**src/rtl/ublock_mask_pkg.sv**
```systemverilog
// ublock_mask_pkg: shared width, PRNG seed/taps, FSM encoding and LFSR step for the masked uBlock wrapper
package ublock_mask_pkg;
  localparam int W = 128;
  localparam logic [W-1:0] SEED_DEFAULT_C = 128'h0F1E2D3C4B5A69788796A5B4C3D2E1F0;
  localparam int TAP_A = 128;
  localparam int TAP_B = 126;
  localparam int TAP_C = 101;
  localparam int TAP_D = 99;
  typedef enum logic [2:0] {S_IDLE, S_MASK, S_START, S_BUSY, S_OUT} state_t;
  // W serial Fibonacci steps unrolled into one combinational next-state
  function automatic logic [W-1:0] lfsr_adv(input logic [W-1:0] s);
    logic [W-1:0] v;
    v = s;
    for (int i = 0; i < W; i++)
      v = {v[W-2:0], v[TAP_A-1] ^ v[TAP_B-1] ^ v[TAP_C-1] ^ v[TAP_D-1]};
    return v;
  endfunction
endpackage

```
**src/rtl/ublock_prng128.sv**
```systemverilog
// ublock_prng128: free-running 128-bit mask generator, 128 LFSR steps per clock.
// Define UBLOCK_RESEED_EN to add the seed_we/seed load port.
module ublock_prng128
  import ublock_mask_pkg::*;
#(
  parameter logic [W-1:0] SEED = SEED_DEFAULT_C
) (
  input  logic         clk,
  input  logic         rstn,
`ifdef UBLOCK_RESEED_EN
  input  logic         seed_we,
  input  logic [W-1:0] seed,
`endif
  output logic [W-1:0] rnd
);
  logic [W-1:0] r_lfsr;
  always_ff @(posedge clk or negedge rstn)
    if (!rstn) r_lfsr <= SEED;
`ifdef UBLOCK_RESEED_EN
    else if (seed_we) r_lfsr <= (seed == '0) ? SEED : seed;
`endif
    else r_lfsr <= lfsr_adv(r_lfsr);
  assign rnd = r_lfsr;
endmodule

```
**src/rtl/ublock_mask_wrapper.sv**
```systemverilog
// ublock_mask_wrapper: splits plaintext/key into fresh Boolean shares, sequences the masked uBlock core, recombines ciphertext.
// Define UBLOCK_RESEED_EN to expose seed_we/seed for PRNG reseeding.
module ublock_mask_wrapper
  import ublock_mask_pkg::*;
#(
  parameter logic [W-1:0] SEED_DEFAULT = SEED_DEFAULT_C
) (
  input  logic         clk,
  input  logic         rstn,
`ifdef UBLOCK_RESEED_EN
  input  logic         seed_we,
  input  logic [W-1:0] seed,
`endif
  input  logic         in_valid,
  output logic         in_ready,
  input  logic [W-1:0] in_plain,
  input  logic [W-1:0] in_key,
  output logic         out_valid,
  input  logic         out_ready,
  output logic [W-1:0] out_cipher,
  output logic [W-1:0] core_plain0,
  output logic [W-1:0] core_plain1,
  output logic [W-1:0] core_key0,
  output logic [W-1:0] core_key1,
  output logic         core_start,
  input  logic         core_occupied,
  input  logic         core_done,
  input  logic [W-1:0] core_cipher0,
  input  logic [W-1:0] core_cipher1
);
  state_t r_state, w_next;
  logic [W-1:0] w_rnd, r_key_q, r_plain0, r_plain1, r_key0, r_key1, r_cipher;
  ublock_prng128 #(.SEED(SEED_DEFAULT)) u_prng (
    .clk    (clk),
    .rstn   (rstn),
`ifdef UBLOCK_RESEED_EN
    .seed_we(seed_we),
    .seed   (seed),
`endif
    .rnd    (w_rnd)
  );
  always_ff @(posedge clk or negedge rstn)
    if (!rstn) r_state <= S_IDLE;
    else r_state <= w_next;
  always_comb begin
    w_next = r_state;
    case (r_state)
      S_IDLE:  w_next = in_valid ? S_MASK : S_IDLE;
      S_MASK:  w_next = S_START;
      S_START: w_next = core_occupied ? S_START : S_BUSY;
      S_BUSY:  w_next = core_done ? S_OUT : S_BUSY;
      S_OUT:   w_next = out_ready ? S_IDLE : S_OUT;
      default: w_next = S_IDLE;
    endcase
  end
  // plaintext and key draw masks on consecutive cycles so their shares never reuse r
  always_ff @(posedge clk or negedge rstn)
    if (!rstn) begin
      r_key_q  <= '0;
      r_plain0 <= '0;
      r_plain1 <= '0;
      r_key0   <= '0;
      r_key1   <= '0;
      r_cipher <= '0;
    end else begin
      if (r_state == S_IDLE && in_valid) begin
        r_plain1 <= w_rnd;
        r_plain0 <= in_plain ^ w_rnd;
        r_key_q  <= in_key;
      end
      if (r_state == S_MASK) begin
        r_key1  <= w_rnd;
        r_key0  <= r_key_q ^ w_rnd;
        r_key_q <= '0;
      end
      if (r_state == S_BUSY && core_done) r_cipher <= core_cipher0 ^ core_cipher1;
    end
  assign in_ready    = rstn && (r_state == S_IDLE);
  assign out_valid   = (r_state == S_OUT);
  assign core_start  = (r_state == S_START) && !core_occupied;
  assign out_cipher  = r_cipher;
  assign core_plain0 = r_plain0;
  assign core_plain1 = r_plain1;
  assign core_key0   = r_key0;
  assign core_key1   = r_key1;
endmodule
```
**config.mk**
```make
export PLATFORM = sky130hd
export DESIGN_NAME = ublock_mask_wrapper
export DESIGN_NICKNAME = d
export VERILOG_FILES = /design/src/rtl/ublock_mask_pkg.sv /design/src/rtl/ublock_prng128.sv /design/src/rtl/ublock_mask_wrapper.sv
export SDC_FILE = /design/constraint.sdc
export NUM_CORES = 1
export LEC_CHECK = 0
export CORE_AREA = 5 5 455 457
export CTS_CLUSTER_DIAMETER = 40
export DETAILED_ROUTE_END_ITERATION = 8
export DIE_AREA = 0 0 460 462
export HOLD_SLACK_MARGIN = 0.03
export PLACE_DENSITY = 0.44
export REMOVE_ABC_BUFFERS = 1
export SETUP_SLACK_MARGIN = 0.4
export SLEW_MARGIN = 40
export SYNTH_ARGS = -nofsm -noshare
export SYNTH_HDL_FRONTEND = slang
export SYNTH_SLANG_ARGS = --single-unit
```
**constraint.sdc**
```tcl
create_clock -name clk -period 4.7 [get_ports clk]
set_clock_uncertainty 0.15 [all_clocks]
set_input_delay 0.705 -clock clk [delete_from_list [all_inputs] [get_ports clk]]
set_output_delay 0.705 -clock clk [all_outputs]
set_load 0.05 [all_outputs]
```
==> qor.yml, run 1 <==
status:
  status: "finished, final reports clean"
drt:
  drc: 0
  wl_per_cell_um: 24.6
  vias_per_cell: 3.84
  routed_wl_mm: 173
  vias: 26972
  ant_nets: 0
  drt-pass1-iter-count: 6
  drt-initial-drc-count: 1263
global_route:
  antenna_found_initial: 29
  overflow: 0
  grt_pass1_vias: 29080
  grt_pass1_wl_mm: 236
  grtUsageTotal_pct: 15.8
  grt_max_degree: 194
pwr:
  peakVddDrop_mv: 0.351
  powerDensity_nw_per_um2: 704
  power.leakage_nw: 24.3
clocking:
  post_cts_resized: 0
  clock_latency_ns: 0.82
  path_clk_slew_ns: 0.05
  cts_buffers: 185
  cts-root-buf: "clkbuf_16"
  clock_sinks: 899
  post_cts.repair.setup_buffers: 0
  cts_max_path_buffers: 3
  cts_max_level: 4
  tritoncts: "built"
yosys:
  synth_area_leaders: "dfrtp_1 (56%), xnor2_1 (14%), mux2_2 (7.6%)"
  yosysTopAreaCell: "dfrtp_1"
  synth-seq-cells: 899
  synth_edf_count: 0
  synth_top_area_share_pct: 55.9
  ys_warn_count: 0
  syn_area_um2: 37400
  synthDistinctLibCells: 29
  syn_inst: 3027
  synthFlopType: "dfrtp_1"
  synthArstFlopShare_pct: 100
  synth_area_per_cell_um2: 12.4
  synth-seq-area-share_pct: 60.3
  synth_common_cells: "dfrtp_1 (835), xnor2_1 (588), nor2_1 (258), a21oi_1 (256), mux2_2 (254)"
  synth_most_common_cell: "dfrtp_1"
flow_run:
  maxCapViolCount: 0
critical_path:
  path_max_fanout: 4
  crit_arrival_ns: 2.74
  path_class: "input pin to output port"
  crit_path_start_kind: "input pin"
  worst_ep_required_time_ns: 3.85
  end_kind: "output port"
floorplan:
  pin_count: 1161
  rows: 166
  fp.dieW_um: 460
  die_area_um2: 213000
  start_util_pct: 18.4
  dieHeight_um: 462
  core_um2: 203000
sta:
  timing.fmax_ghz: 0.278
  whs_ns: 0.322
  rsz0062_at_grt: "no"
  worst_pin_slew_ns: 0.921
  relSlewSlack_pct: 38.6
  min_period_ns: 3.59
  timing.final.crit_share_pct: 76.5
  finalSetupTns_ns: 0
  slew_violations: 0
  hold_viol_final: 0
  setup_viol: 0
place:
  dp_hpwl_mm: 132
  gp_congestion: 0.826
  portBuffers: 1160
final_layout:
  fillers: 21088
  num-nets-final: 4677
  final_layout_size_suffix_gt1_share_pct: 16.5
  areaGrowthSynthToFinish_pct: 57.0
worst_hold_path:
  hp-class: "flop to flop"
[flip-flops by register name, indices dropped and copies added, names as in the netlist]
name and count:
u_prng.rnd 128, core_plain1 128, r_key_q 128, out_cipher 128, core_key0 128, r_state 3, core_plain0 128, core_key1 128
[where the power goes]
group	switching, mW	internal (mW)
logic	10.6	5.17
registers	1.41	9.94
clock network	4.77	9.43
[cells in the final DEF, fill, tap and decap left out, types with 2 or more instances in the layout]
master and instances:
clkdlybuf4s50_1 1151, dfrtp_1 833, xnor2_1 587, nor2_1 257
a21oi_1 256, mux2_2 254, clkbuf_16 186, nand2_1 129
o21ai_0 129, a22o_1 128, xor2_1 97, dfstp_2 64
bufinv_16 30, clkbuf_8 29, buf_4 28, clkinv_2 20
inv_6 19, clkbuf_1 19, buf_12 19, clkinv_4 18
diode_2 14, clkinvlp_4 14, buf_2 7, clkinv_16 6
xnor2_2 3, buf_16 3, nor2b_1 2, nor3_1 2
xor3_1 2, xnor3_1 2, mux2_1 2, clkinv_8 2
inv_16 2, buf_6 2, dfrtp_2 2
[path summary, 6_finish.rpt]
check,cells past startpoint,from,slack [ns],end
max,4,rstn,1.11,in_ready
min,2,out_cipher[115],0.32,out_cipher[115]
max reg2reg,4,r_state[0],2.01,core_key1[95]
min reg2reg,2,out_cipher[115],0.32,out_cipher[115]
max in group asynchronous,5,rstn,2.09,out_cipher[13]
min in group asynchronous,3,rstn,0.48,core_plain0[59]
[final cells by class]
class,instances,area (um^2),area share [%]
Antenna cell,14,35.0,0.0597
Clock buffer,234,5120,8.73
Clock inverter,111,1680,2.87
Inverter,1,3.75,0.00639
Multi-Input combinational cell,1860,13600,23.2
Sequential cell,899,22600,38.5
Tap cell,2688,3360,5.73
Timing Repair Buffer,1212,12300,20.9
[what timing repair did]
action	in CTS	in global routing
hold buffers	1	0
endpoints found under the setup margin	0	0
hold endpoints to repair	174	0
[critical path: stages]
cell,delay [ns]
dlygate4sd3_1,0.60
buf_8,0.19
nor4b_1,0.29
clkdlybuf4s50_1,0.92
[logic make-up (layout without fill, tap and decap cells)]
| family | Yosys count | count (layout) | share of synthesized area, % |
|---|---|---|---|
| mux | 256 | 256 | 7.71 |
| simple gates | 398 | 398 | 4.12 |
| flops | 899 | 899 | 60.3 |
| buf+inv | 268 | 1558 | 3.26 |
| other cells | 0 | 14 | 0 |
| xor+xnor | 692 | 692 | 16.4 |
| compound gates | 514 | 514 | 8.17 |
[stage by stage]
stage	cell area (um^2)	total power, mW	setup WS [ns]	cells	util (%)
after global routing	58700	43.2	0.908	7015	28.9
final	58700	41.3	1.11	7019	28.9
after CTS	58600	42.1	0.968	7003	28.9
after detailed placement	51800	27.5	1.50	6657	25.5
after global placement	51800	27.4	1.37	6655	25.5
after floorplan	36200	20.9	-45.31	2760	-
[routing by layer]
layer	part of all wire (%)	routed length [um]	global-route usage, %	up-vias
li1	-	-	-	12370
met1	40	68800	18.3	13389
met2	50	86300	27.4	977
met3	6.6	11500	4.95	224
met4	3.4	5890	5.88	12
met5	0.040	69	0	-
(Power assumes the default switching activity.)
==> inputs of run 2 (changes only) <==
==> constraint.sdc (replaced) <==
create_clock -name clk -period 3.6 [get_ports clk]
set_clock_uncertainty 0.15 [all_clocks]
set_input_delay 0.54 -clock clk [delete_from_list [all_inputs] [get_ports clk]]
set_output_delay 0.54 -clock clk [all_outputs]
set_load 0.05 [all_outputs]
==> qor.yml, run 2 (synthesis results as in run 1) <==
status:
  status: "finished, final reports clean"
clocking:
  cts_buffers: 185
  tritoncts: "built"
  cts_max_path_buffers: 3
  cts_max_level: 4
  clock_latency_ns: 0.82
  cts-root-buf: "clkbuf_16"
  clock_sinks: 899
  path_clk_slew_ns: 0.05
  post_cts.repair.setup_buffers: 0
sta:
  relSlewSlack_pct: 42.9
  slew_violations: 0
  finalSetupTns_ns: 0
  timing.fmax_ghz: 0.341
  rsz0062_at_grt: "no"
  min_period_ns: 2.93
  timing.final.crit_share_pct: 81.5
  hold_viol_final: 0
  setup_viol: 0
  worst_pin_slew_ns: 0.854
flow_run:
  maxCapViolCount: 0
global_route:
  grt_max_degree: 143
  grtUsageTotal_pct: 15.8
  grt_pass1_wl_mm: 236
  grt_pass1_vias: 29133
  antenna_found_initial: 31
  overflow: 0
critical_path:
  worst_ep_required_time_ns: 2.91
  crit_slowest_cell: "dlygate4sd2_1"
  critPathMaxStageDelay_ns: 0.57
  end_kind: "output port"
  path_buf_inv: 2
  path_max_fanout: 9
  crit_path_start_kind: "flop"
  crit_arrival_ns: 2.24
  crit_family: "buffers and inverters"
  worstPathCellList: "nor2_1 -> nand2_1 -> inv_1 -> dlygate4sd2_1"
  path_class: "flop to output port"
floorplan:
  pin_count: 1161
  rows: 166
  core_um2: 203000
  fp.dieW_um: 460
  start_util_pct: 18.4
  dieHeight_um: 462
  die_area_um2: 213000
place:
  dp_hpwl_mm: 133
  portBuffers: 1160
  gp_congestion: 0.822
drt:
  drt-pass1-iter-count: 4
  drt-initial-drc-count: 1363
  vias_per_cell: 3.87
  routed_wl_mm: 173
  vias: 27206
  ant_nets: 0
  drc: 0
  wl_per_cell_um: 24.5
final_layout:
  num-nets-final: 4695
  layout_common_cells: "clkdlybuf4s50_1 (1150), dfrtp_1 (834), xnor2_1 (587), nor2_1 (257), a21oi_1 (256)"
  areaGrowthSynthToFinish_pct: 57.1
  layout_commonest_cell: "clkdlybuf4s50_1"
  final_layout_size_suffix_gt1_share_pct: 16.7
worst_hold_path:
  hp-class: "input pin to flop"
pwr:
  power.leakage_nw: 24.3
  total_power_mw: 53.8
  peakVddDrop_mv: 0.491
  powerDensity_nw_per_um2: 916
-- run 2: cell count changes in the layout (fill, tap and decap cells not counted), moves of 3 or more --
cell,previous run,this run
buf_2,7,2
buf_4,28,53
clkbuf_1,19,24
clkbuf_8,29,23
clkinv_16,6,3
clkinv_2,20,29
clkinv_4,18,14
clkinvlp_4,14,17
diode_2,14,11
inv_6,19,10
-- run 2: area by class of cell --
cell class / instances / area [um^2]
fill: 21182 / 144000
sequential: 899 / 22600
multi-input combinational: 1860 / 13600
timing repair buffer: 1230 / 12400
clock buffer: 235 / 5110
tap: 2688 / 3360
clock inverter: 111 / 1630
antenna: 11 / 27.5
inverter: 1 / 3.75
-- run 2: path summary, 6_finish.rpt --
check	startpoint	to	slack, ns	cells after the start
hold / removal	out_ready	r_state[2]	0.15	2
hold reg to reg	out_cipher[68]	out_cipher[68]	0.32	2
max in group asynchronous	rstn	core_key0[106]	1.87	4
setup reg to reg	r_state[2]	core_plain1[17]	1.14	4
setup / recovery	r_state[1]	out_valid	0.67	4
min in group asynchronous	rstn	core_key0[91]	0.28	3
-- run 2: repair_timing --
action                                  CTS  global route
resized for setup                         1             0
endpoints found under the setup margin    1             0
hold buffers                              1             0
endpoints found under the hold margin   361             0
-- run 2: layer usage --
layer	share of wire, %	vias to the layer above	GRT usage, %
met1	40	13471	18.4
met5	0.044	-	0
met2	48	1034	26.3
met3	6.9	288	4.85
met4	4.8	12	7.91
li1	-	12401	-
-- run 2: through the flow --
| step | instance area (um^2) | worst slack [ns] | cells | util, % | hold slack, ns |
|---|---|---|---|---|---|
| after CTS | 58700 | 0.534 | 7022 | 28.9 | 0.0349 |
| after floorplan | 36200 | -46.25 | 2760 | - | 0.0944 |
| after detailed placement | 51900 | 0.688 | 6675 | 25.6 | 0.319 |
| after global placement | 51900 | 0.682 | 6675 | 25.6 | 0.316 |
| after global routing | 58800 | 0.550 | 7032 | 28.9 | 0.123 |
| final | 58800 | 0.666 | 7035 | 28.9 | 0.154 |
-- run 2: where the power goes --
part,internal (mW),switching [mW],total [mW]
sequential,13.0,1.83,14.8
clock,12.4,6.02,18.4
combinational,6.83,13.8,20.7
total,32.2,21.7,53.8
==> inputs of run 3 (changes only) <==
==> constraint.sdc (replaced) <==
create_clock -name clk -period 2.7 [get_ports clk]
set_clock_uncertainty 0.15 [all_clocks]
set_input_delay 0.405 -clock clk [delete_from_list [all_inputs] [get_ports clk]]
set_output_delay 0.405 -clock clk [all_outputs]
set_load 0.05 [all_outputs]
==> qor.yml, run 3 (synthesis results as in run 1) <==
global_route:
  grt_max_degree: 140
  grt_pass1_wl_mm: 237
  overflow: 0
  antenna_found_initial: 16
  grt_pass1_vias: 29718
  grtUsageTotal_pct: 15.8
clocking:
  tritoncts: "built"
  clock_latency_ns: 0.80
  cts_max_path_buffers: 3
  clock_sinks: 899
  cts-root-buf: "clkbuf_16"
  cts_max_level: 4
  cts_buffers: 177
  path_clk_slew_ns: 0.06
pwr:
  p_comb_share_pct: 40.3
  clkPwrFrac_pct: 32.5
  switchingPower_mw: 30.5
  powerDensity_nw_per_um2: 1190
  switching_share_pct: 41.9
  seq_power_share_pct: 27.3
  p_int_mw: 42.3
  peakVddDrop_mv: 0.618
  power.leakage_nw: 26.5
critical_path:
  path_class: "flop to flop"
  critPathMaxStageDelay_ns: 0.42
  end_kind: "flop"
  path_max_fanout: 8
  rrSetupSlack_ns: 0.29
  cp_common_cell: "buf_4"
  crit_slowest_cell: "dfrtp_2"
  worst_ep_required_time_ns: 3.24
  crit_arrival_ns: 2.95
  worstPathCellList: "buf_4 -> buf_4 -> nor4b_4 -> buf_6 -> buf_16 -> nor2_4 -> buf_12 -> clkbuf_16 -> a22o_1"
  crit_path_start_kind: "flop"
floorplan:
  pin_count: 1161
  dieHeight_um: 462
  fp.dieW_um: 460
  core_um2: 203000
  rows: 166
  die_area_um2: 213000
  start_util_pct: 18.4
place:
  portBuffers: 1160
  gp_congestion: 0.829
  dp_hpwl_mm: 134
  dpl_cell_area_um2: 52100
  post-place-ws_ns: 0.171
final_layout:
  areaGrowthSynthToFinish_pct: 62.8
  layout_common_cells: "dfrtp_1 (832), xnor2_1 (588), clkdlybuf4s50_1 (516), clkbuf_2 (347), nor2_1 (257)"
  final_area_um2: 60900
  final_layout_size_suffix_gt1_share_pct: 31.0
  utilization_pct: 30.0
  layout_commonest_cell: "dfrtp_1"
  num-nets-final: 5000
sta:
  min_period_ns: 2.41
  setup_viol: 0
  hold_viol_final: 0
  finalWorstSetupSlack_ns: 0.292
  timing.final.crit_share_pct: 89.2
  timing.fmax_ghz: 0.415
  whs_ns: 0.130
  slew_violations: 0
  finalSetupTns_ns: 0
  worst_pin_slew_ns: 0.759
  rsz0062_at_grt: "yes"
  relSlewSlack_pct: 49.4
worst_hold_path:
  hp-class: "input pin to flop"
drt:
  drt-initial-drc-count: 1553
  drt-pass1-iter-count: 5
  vias: 28732
  wl_per_cell_um: 25.4
  drc: 0
  ant_nets: 0
  vias_per_cell: 3.92
  routed_wl_mm: 186
status:
  status: "finished, final reports clean"
flow_run:
  maxCapViolCount: 0
## run 3: routing by layer
layer  track usage [%]  part of all wire (%)  vias up  wire length (um)
met3              4.48                   6.3      252             11800
met4              6.94                   4.2        2              7730
met2              27.0                    49     1128             90800
li1                  -                     -    13038                 -
met5                 0                0.0038        -                 7
met1              18.6                    41    14312             75600
## run 3: timing repair
action,in CTS,in global routing
hold buffers,184,0
endpoints found under the hold margin,705,0
resized for setup,1001,847
setup endpoints to repair,626,757
buffers inserted,5,49
pin swaps,0,5
cloned,0,47
## run 3: power by group through the flow
stage               clock, mW  combinational (mW)  sequential (mW)
detailed placement          0                28.1             20.0
floorplan                   0                5.04             27.9
global placement            0                27.9             20.0
CTS                      24.2                27.1             19.8
finish                   23.6                29.3             19.8
global route             24.8                30.8             20.3
## run 3: path summary, 6_finish.rpt
| kind | startpoint | to | depth (start not counted) |
|---|---|---|---|
| setup / recovery | r_state[1] | r_key_q[24] | 9 |
| max in group asynchronous | rstn | r_key_q[30] | 5 |
| hold reg to reg | out_cipher[1] | out_cipher[1] | 2 |
| setup reg to reg | r_state[1] | r_key_q[24] | 9 |
| hold / removal | in_key[77] | r_key_q[77] | 2 |
| min in group asynchronous | rstn | r_key_q[33] | 3 |
## run 3: layout make-up
type | instances | area [um^2]
diodes | 7 | 17.5
clock buffers | 220 | 4880
well taps | 2688 | 3360
flip-flops and latches | 899 | 22600
inverters | 1 | 3.75
multi-input cells | 1860 | 13700
clock inverters | 114 | 1560
fillers | 21045 | 142000
repair buffers | 1543 | 14800
## run 3: stage by stage
| step | power, mW | std cells |
|---|---|---|
| global route | 75.9 | 7329 |
| floorplan | 32.9 | 2760 |
| CTS | 71.1 | 7226 |
| detailed placement | 48.1 | 6703 |
| global placement | 47.9 | 6703 |
| finish | 72.8 | 7332 |
## run 3: critical path: cells and delay by family (launching register included)
family	cells	cell delay [ns]
compound gates	1	0.19
buf+inv	6	1.07
flops	1	0.42
simple gates	2	0.40
